==> config.mk <==
export PLATFORM = sky130hd
export DESIGN_NAME = hazard_branch_unit
export DESIGN_NICKNAME = d
export VERILOG_FILES = /design/src/rtl/hazard_branch_unit.sv
export SDC_FILE = /design/constraint.sdc
export NUM_CORES = 1
export LEC_CHECK = 0
export ABC_CLOCK_PERIOD_IN_PS = 3200
export BUFFER_PORTS_ARGS = -buffer_cell sky130_fd_sc_hd__buf_4
export CORE_ASPECT_RATIO = 0.9
export CORE_MARGIN = 3
export CORE_UTILIZATION = 53
export DETAILED_ROUTE_END_ITERATION = 10
export PLACE_DENSITY = 0.81
export SETUP_SLACK_MARGIN = 0.2
export SYNTH_ARGS = -nofsm -noshare
export SYNTH_HDL_FRONTEND = slang
export SYNTH_SLANG_ARGS = --single-unit
==> constraint.sdc <==
create_clock -name clk -period 3.2 [get_ports clk]
set_input_delay 0.16 -clock clk [delete_from_list [all_inputs] [get_ports clk]]
set_output_delay 0.16 -clock clk [all_outputs]
set_load 0.05 [all_outputs]
==> src/rtl/hazard_branch_unit.sv <==
// Decode-stage register hazard scoreboard with static branch prediction.
// Tracks in-flight writers, predicts the next PC and keeps return-PC history.
module hazard_branch_unit #(
    parameter int              NREGS      = 8,
    parameter int              HAZ_DEPTH  = 2,
    parameter int              HIST_DEPTH = 2,
    parameter int              PC_W       = 16,
    parameter logic [PC_W-1:0] RESET_PC   = '0
) (
    input  logic             clk,
    input  logic             rst_n,
    input  logic             dec_valid,
    input  logic [NREGS-1:0] set_dec,
    input  logic [NREGS-1:0] dep_dec,
    input  logic             flush,
    input  logic [PC_W-1:0]  flush_pc,
    input  logic [PC_W-1:0]  pc_in,
    input  logic [2:0]       ir_msb3,
    input  logic [12:0]      ir_lsb13,
    input  logic [15:0]      psw_in,
    output logic [NREGS-1:0] stall,
    output logic             stall_any,
    output logic [PC_W-1:0]  pc_next,
    output logic [PC_W-1:0]  lbpc_lr,
    output logic [PC_W-1:0]  lbpc,
    output logic [15:0]      lbpsw
);

    logic [HAZ_DEPTH:1][NREGS-1:0] sb_q, sb_d;
    logic [HIST_DEPTH:1][PC_W-1:0] hist_q, hist_d;
    logic [PC_W-1:0]               pc_q, pc_d;
    logic [15:0]                   psw_q, psw_d;

    logic [NREGS-1:0]  pend;
    logic              advance;
    logic signed [12:0] disp13;
    logic signed [8:0]  disp9;
    logic [PC_W-1:0]   sext13;
    logic [PC_W-1:0]   sext9;
    logic [PC_W-1:0]   offset;
    logic [PC_W-1:0]   pc_plus2;

    always_comb begin
        pend = '0;
        for (int k = 1; k <= HAZ_DEPTH; k++) begin
            pend = pend | sb_q[k];
        end
    end

    // rst_n gating keeps stall quiet even before the async clear settles
    assign stall     = pend & dep_dec & {NREGS{dec_valid & rst_n}};
    assign stall_any = |stall;
    assign advance   = ~stall_any & ~flush;

    assign disp13   = ir_lsb13;
    assign disp9    = ir_lsb13[8:0];
    assign sext13   = PC_W'(disp13);
    assign sext9    = PC_W'(disp9);
    assign pc_plus2 = pc_in + PC_W'(2);

    always_comb begin
        offset = '0;
        unique case (1'b1)
            (ir_msb3 == 3'b000): offset = sext13 << 1;
            (ir_msb3 == 3'b001): offset = sext9 << 1;
            default:             offset = '0;
        endcase
    end

    always_comb begin
        sb_d    = '0;
        sb_d[1] = (dec_valid && advance) ? set_dec : '0;
        for (int k = 2; k <= HAZ_DEPTH; k++) begin
            sb_d[k] = sb_q[k-1];
        end

        pc_d   = pc_q;
        hist_d = hist_q;
        psw_d  = psw_q;
        if (flush) begin
            pc_d = flush_pc;
        end else if (advance) begin
            pc_d      = pc_plus2 + offset;
            hist_d[1] = pc_plus2;
            for (int k = 2; k <= HIST_DEPTH; k++) begin
                hist_d[k] = hist_q[k-1];
            end
            psw_d = psw_in;
        end
    end

    always_ff @(posedge clk or negedge rst_n) begin
        if (!rst_n) begin
            sb_q   <= '0;
            hist_q <= '0;
            pc_q   <= RESET_PC;
            psw_q  <= '0;
        end else begin
            sb_q   <= sb_d;
            hist_q <= hist_d;
            pc_q   <= pc_d;
            psw_q  <= psw_d;
        end
    end

    assign pc_next = pc_q;
    assign lbpc_lr = hist_q[1];
    assign lbpc    = hist_q[HIST_DEPTH];
    assign lbpsw   = psw_q;

endmodule

==> results.toml, run 1 <==
[setup_path]
r2r_cells = 7
required_ps = 3480
worstPathCellList = "dlygate4sd3_1 > buf_4 > ha_1 > and3_4 > nand3_1 > xnor2_1 > ha_2 > a21o_1 > a31o_2 > a2111o_1 > o22ai_1 > nand4b_1 > o211ai_1"
r2r_start = "sb_d[11]$_DFF_PN0_"
worst-setup-path-type = "in -> reg"
crit_start = "pc_in[1]"
worst-path-stages = 13
r2r_end = "sb_d[12]$_DFF_PN0_"
critPathMaxStageDelay_ps = 530
crit_path_end = "pc_next[14]$_DFFE_PN0P_"
r2r_slack_ps = 730
critPathCaptureType = "flop"
arrival_ps = 3110
start_kind = "input pin"
critical-path-top-delay-family = "compound AO/OA/AOI/OAI gates"
crit_fanout = 7
cpMaxStageDelayCell = "dlygate4sd3_1"
path_buf_inv = 2

[timing]
fmax_mhz = 354
slew_headroom = 0.403
finalHoldViolations = 0
fin_skew_ps = 8.83
rsz0062_at_grt = "no"
tightestPinTransition_ps = 896
drv_slew = 0
fin_crit_ps = 2830
fin_setup_tns_ps = 0
finalSetupViolations = 0
whs_ps = 16.2
post-route-period-util = 0.884

[global_routing]
overflow = 0
grtUsageTotal = 0.256
grt_pass1_wl_mm = 18.5
grt_pass1_vias = 3799
antenna_found_initial = 0
grt_max_degree = 51

[pwr]
leakagePower_nw = 3.10
power_mw = 3.39
peakVddDrop_v = 0.000586
powerDensity_nw_per_um2 = 579

[clock_tree]
numCtsBuffers = 9
cts_tree = "built"
htreeDepth = 3
clk_latency_ps = 360
clock-root-buffer = "clkbuf_8"
cts_buffer_depth = 2
clkTransAtPathRegs_ps = 100
cts.sinks = 80

[synthesis]
syn-cell-area_um2 = 4210
ys_async_sr_fraction = 1.00
avgSynthCellArea_um2 = 9.17
synth-compound-area-share = 0.120
synth_xor_area_frac = 0.0416
netlist_instances = 459
ys_types = 51
synth_top_family_by_area = "simple AND/OR/NAND/NOR gates"
ys.flop_type = "dfrtp_1"
ys_ff_latch = 80
synth.top_cells.by_area = "dfrtp_1 48%, nand2_1 13%, ha_1 4.5%, a21oi_1 3.6%, xnor2_1 2.7%"
synthAdderAreaFrac = 0.0493
synthMuxAreaShare = 0.0229
synth_fp_nets = 559
yosys.area.top_type = "dfrtp_1"
synth-warning-count = 0
ys_seq_area_frac = 0.475
synth_edf_count = 0
synth_top_area_frac = 0.475
synthSimpleGateAreaFrac = 0.251

[final_layout]
syn2layout_area_growth_pct = 39.2
nFillCells = 572
final_common_cell = "buf_4"
diodes = 0
drive_gt1_frac = 0.313
fin_area_um2 = 5860
nNetsFinal = 730
regArea_um2 = 2000
most-common-layout-cells = "161 x buf_4, 144 x nand2_1, 80 x dfrtp_1"
final-instance-count-excl-fill = 731
multi_input_area_um2 = 2050

[outcome]
status = "completed"

[drt]
vias = 3899
drt-vias-per-instance = 5.33
routedWlPerCell_um = 15.8
drcViolationCount = 0
first_pass_iters = 4
wl_mm = 11.6
drt_iter0_drc = 145
antenna_left = 0

[place]
placed_cell_area_um2 = 5410
hpwl_mm = 8.26
placed_cells = 694
gp_congestion = 0.930
port_buffers = 156

[floorplanning]
die_x_um = 100
die_area_um2 = 9050
ios = 157
start_util = 0.553
rows = 30
coreArea_um2 = 7620
die_h_um = 90.6

[hold_path]
holdCritPathClass = "in -> reg"
min_from = "flush_pc[3]"
holdPathStages = 3

[run]
max-cap-violations = 0
## kinds of logic after synthesis
logic type / after synthesis
AOI/OAI and AO/OA: 79
xor gates and xnor gates: 20
adders and majority gates: 16
buffers and inverters: 33
DFF: 80
muxes: 9
and+or+nand+nor: 222
## area by class of cell
class | count | share of cell area
multi-input cells | 346 | 0.350
clock buffers | 9 | 0.0211
flip-flops and latches | 80 | 0.342
repair buffers | 181 | 0.240
inverters | 12 | 0.00769
well taps | 96 | 0.0205
clock inverters | 7 | 0.0188
## metrics by stage
| stage | setup slack [ps] | utilization |
|---|---|---|
| 2_1_floorplan | 684 | - |
| 6_report | 372 | 0.769 |
| 4_1_cts | 314 | 0.766 |
| 3_5_place_dp | 464 | 0.710 |
| 3_3_place_gp | 534 | 0.710 |
| 5_1_grt | 215 | 0.769 |
## how the worst min path moves through the flow
stage / to
after floorplan: lbpc[0]$_DFFE_PN0P_
after global placement: sb_q[13]$_DFF_PN0_
after detailed placement: pc_next[14]$_DFFE_PN0P_
after CTS: pc_next[3]$_DFFE_PN0P_
after global routing: pc_next[6]$_DFFE_PN0P_
final: pc_next[3]$_DFFE_PN0P_
## tightest hold or removal path, stage by stage
cell	delay, ps
buf_4	80
nand2_1	40
o21ai_0	60
## where the power goes
part           total [mW]  internal [mW]  switching (mW)
Clock               0.875          0.458           0.417
Sequential           1.25           1.16          0.0945
Combinational        1.26          0.414           0.849
Total                3.39           2.03            1.36
## registers in the layout (all words and copies together), names as in the netlist
name	cells
lbpc	16
lbpc_lr	16
lbpsw	16
pc_next	16
sb_d	8
sb_q	8
## metal layers
layer,GRT usage,up-vias,wire [µm]
met5,0,-,0
met4,0.0592,0,123
met3,0.0749,14,887
met2,0.440,146,5730
met1,0.318,1846,4820
li1,-,1893,-
## what timing repair did
item / 4_1_cts / 5_1_grt
endpoints found under the hold margin: 48 / 1
hold buffers: 19 / 1
endpoints found under the setup margin: 0 / 1
gates resized for setup: 0 / 3
buffers inserted: 0 / 1
## synth_stat cells, drive strengths merged, types with 7 or more instances
library cell    n
and2            9
nor2b           7
dfrtp          80
o2111ai         7
and3           14
a21oi          31
xor2            7
buf            13
o21ai          21
inv            12
clkbuf          8
xnor2          13
ha             15
nand3           8
nand2         144
Note: power is estimated with default switching activity, not from simulation.
==> inputs of run 2 (changes only) <==
--- a/config.mk
+++ b/config.mk
@@ -6,13 +6,14 @@
 export NUM_CORES = 1
 export LEC_CHECK = 0
 export ABC_CLOCK_PERIOD_IN_PS = 3200
-export BUFFER_PORTS_ARGS = -buffer_cell sky130_fd_sc_hd__buf_4
 export CORE_ASPECT_RATIO = 0.9
 export CORE_MARGIN = 3
-export CORE_UTILIZATION = 53
+export CORE_UTILIZATION = 60
 export DETAILED_ROUTE_END_ITERATION = 10
-export PLACE_DENSITY = 0.81
+export DONT_BUFFER_PORTS = 1
+export PLACE_DENSITY = 0.72
 export SETUP_SLACK_MARGIN = 0.2
+export SKIP_LAST_GASP = 1
 export SYNTH_ARGS = -nofsm -noshare
 export SYNTH_HDL_FRONTEND = slang
 export SYNTH_SLANG_ARGS = --single-unit
==> results.toml, run 2 (synthesized netlist as in run 1, its figures left out) <==
[setup_path]
r2r_start = "sb_d[8]$_DFF_PN0_"
crit_path_end = "sb_d[14]$_DFF_PN0_"
path_buf_inv = 3
critPathMaxStageDelay_ps = 540
arrival_ps = 3030
start_kind = "flop"
worst-path-stages = 8
worst-setup-path-type = "reg -> reg"
crit_start = "sb_d[8]$_DFF_PN0_"
crit_fanout = 19
r2r_end = "sb_d[14]$_DFF_PN0_"
crit_top_cell = "nor2_4"
r2r_slack_ps = 470
worstPathCellList = "o2111a_1 > nand4b_4 > nor2_4 > inv_2 > nor2_4 > buf_4 > and3_1 > dlygate4sd3_1"
cpMaxStageDelayCell = "dlygate4sd3_1"
critPathCaptureType = "flop"
critical-path-top-delay-family = "simple AND/OR/NAND/NOR gates"
r2r_cells = 8
required_ps = 3490

[outcome]
status = "completed"

[clock_tree]
cts.sinks = 80
htreeDepth = 3
numCtsBuffers = 9
cts_tree = "built"
cts_buffer_depth = 2
clk_latency_ps = 350
cts_resized = 0
clkTransAtPathRegs_ps = 80
clock-root-buffer = "clkbuf_8"

[global_routing]
grt_pass1_vias = 3359
grtUsageTotal = 0.269
antenna_found_initial = 2
grt_pass1_wl_mm = 16.8
grt_max_degree = 81
overflow = 0

[final_layout]
fin_area_um2 = 4930
syn2layout_area_growth_pct = 17.1
regArea_um2 = 2000
nNetsFinal = 601
most-common-layout-cells = "144 x nand2_1, 80 x dfrtp_1, 46 x dlygate4sd3_1"
drive_gt1_frac = 0.0830
multi_input_area_um2 = 2040
final_common_cell = "nand2_1"
nFillCells = 495

[place]
gp_congestion = 0.936
placed_cell_area_um2 = 4240
hpwl_mm = 7.26
port_buffers = 0

[timing]
fin_crit_ps = 2730
fin_setup_tns_ps = 0
drv_slew = 0
finalSetupViolations = 0
fin_skew_ps = 9.93
slew_headroom = 0.405
rsz0062_at_grt = "no"
fmax_mhz = 366
finalHoldViolations = 0
post-route-period-util = 0.854
whs_ps = 10.7
tightestPinTransition_ps = 892

[floorplanning]
rows = 28
die_area_um2 = 8060
die_h_um = 85.5
die_x_um = 94.3
ios = 157
start_util = 0.629
coreArea_um2 = 6690

[drt]
first_pass_iters = 4
wl_mm = 10.7
routedWlPerCell_um = 18.0
drt-vias-per-instance = 5.77
drt_iter0_drc = 191
antenna_left = 0
vias = 3447
drcViolationCount = 0

[hold_path]
min_from = "pc_in[7]"
holdCritPathClass = "in -> reg"

[pwr]
powerDensity_nw_per_um2 = 605
peakVddDrop_v = 0.000399
leakagePower_nw = 2.45

[run]
max-cap-violations = 0
-- run 2: area by class of cell --
| type | count | share of cell area |
|---|---|---|
| tap | 90 | 0.0228 |
| clock inverter | 7 | 0.0157 |
| multi-input combinational | 346 | 0.414 |
| clock buffer | 9 | 0.0251 |
| sequential | 80 | 0.406 |
| antenna | 1 | 0.000507 |
| timing repair buffer | 52 | 0.107 |
| inverter | 12 | 0.00913 |
-- run 2: worst min-delay path, delay by kind of cell --
family	cells	cell delay [ps]
xor+xnor	1	60
simple gates	2	100
-- run 2: what timing repair did --
item / CTS / global route
hold buffers: 46 / 1
setup buffers: 0 / 0
hold endpoints to repair: 122 / 1
-- run 2: per-layer routing --
metal | part of all wire | vias up | wire length [µm] | global-route usage
li1 | - | 1637 | - | -
met1 | 0.39 | 1662 | 4190 | 0.327
met2 | 0.51 | 130 | 5430 | 0.462
met3 | 0.091 | 16 | 975 | 0.0940
met4 | 0.012 | 2 | 125 | 0.0630
met5 | 0.00065 | - | 7 | 0
-- run 2: through the flow --
| stage | instances | setup slack, ps | total power, mW | utilization |
|---|---|---|---|---|
| after floorplan | 459 | 684 | 2.08 | - |
| after global placement | 533 | 679 | 2.16 | 0.634 |
| after detailed placement | 533 | 621 | 2.17 | 0.634 |
| after CTS | 595 | 445 | 3.00 | 0.735 |
| after global routing | 597 | 314 | 3.13 | 0.737 |
| final | 597 | 468 | 2.98 | 0.737 |
-- run 2: how the worst min path moves through the flow --
stage | slack, ps | cells past startpoint | endpoint
finish | 10 | 3 | lbpc_lr[7]$_DFFE_PN0P_
global route | 0.9 | 3 | lbpc_lr[7]$_DFFE_PN0P_
CTS | 2 | 2 | pc_next[13]$_DFFE_PN0P_
detailed placement | -130 | 0 | sb_q[10]$_DFF_PN0_
global placement | -130 | 0 | sb_q[9]$_DFF_PN0_
floorplan | -140 | 0 | lbpc[0]$_DFFE_PN0P_
-- run 2: power breakdown --
| part | internal [mW] | total, mW | switching (mW) | leakage [nW] |
|---|---|---|---|---|
| clock network | 0.367 | 0.750 | 0.383 | 0.100 |
| registers | 1.15 | 1.77 | 0.625 | 0.997 |
| logic | 0.198 | 0.460 | 0.262 | 1.35 |
| total | 1.71 | 2.98 | 1.27 | 2.45 |
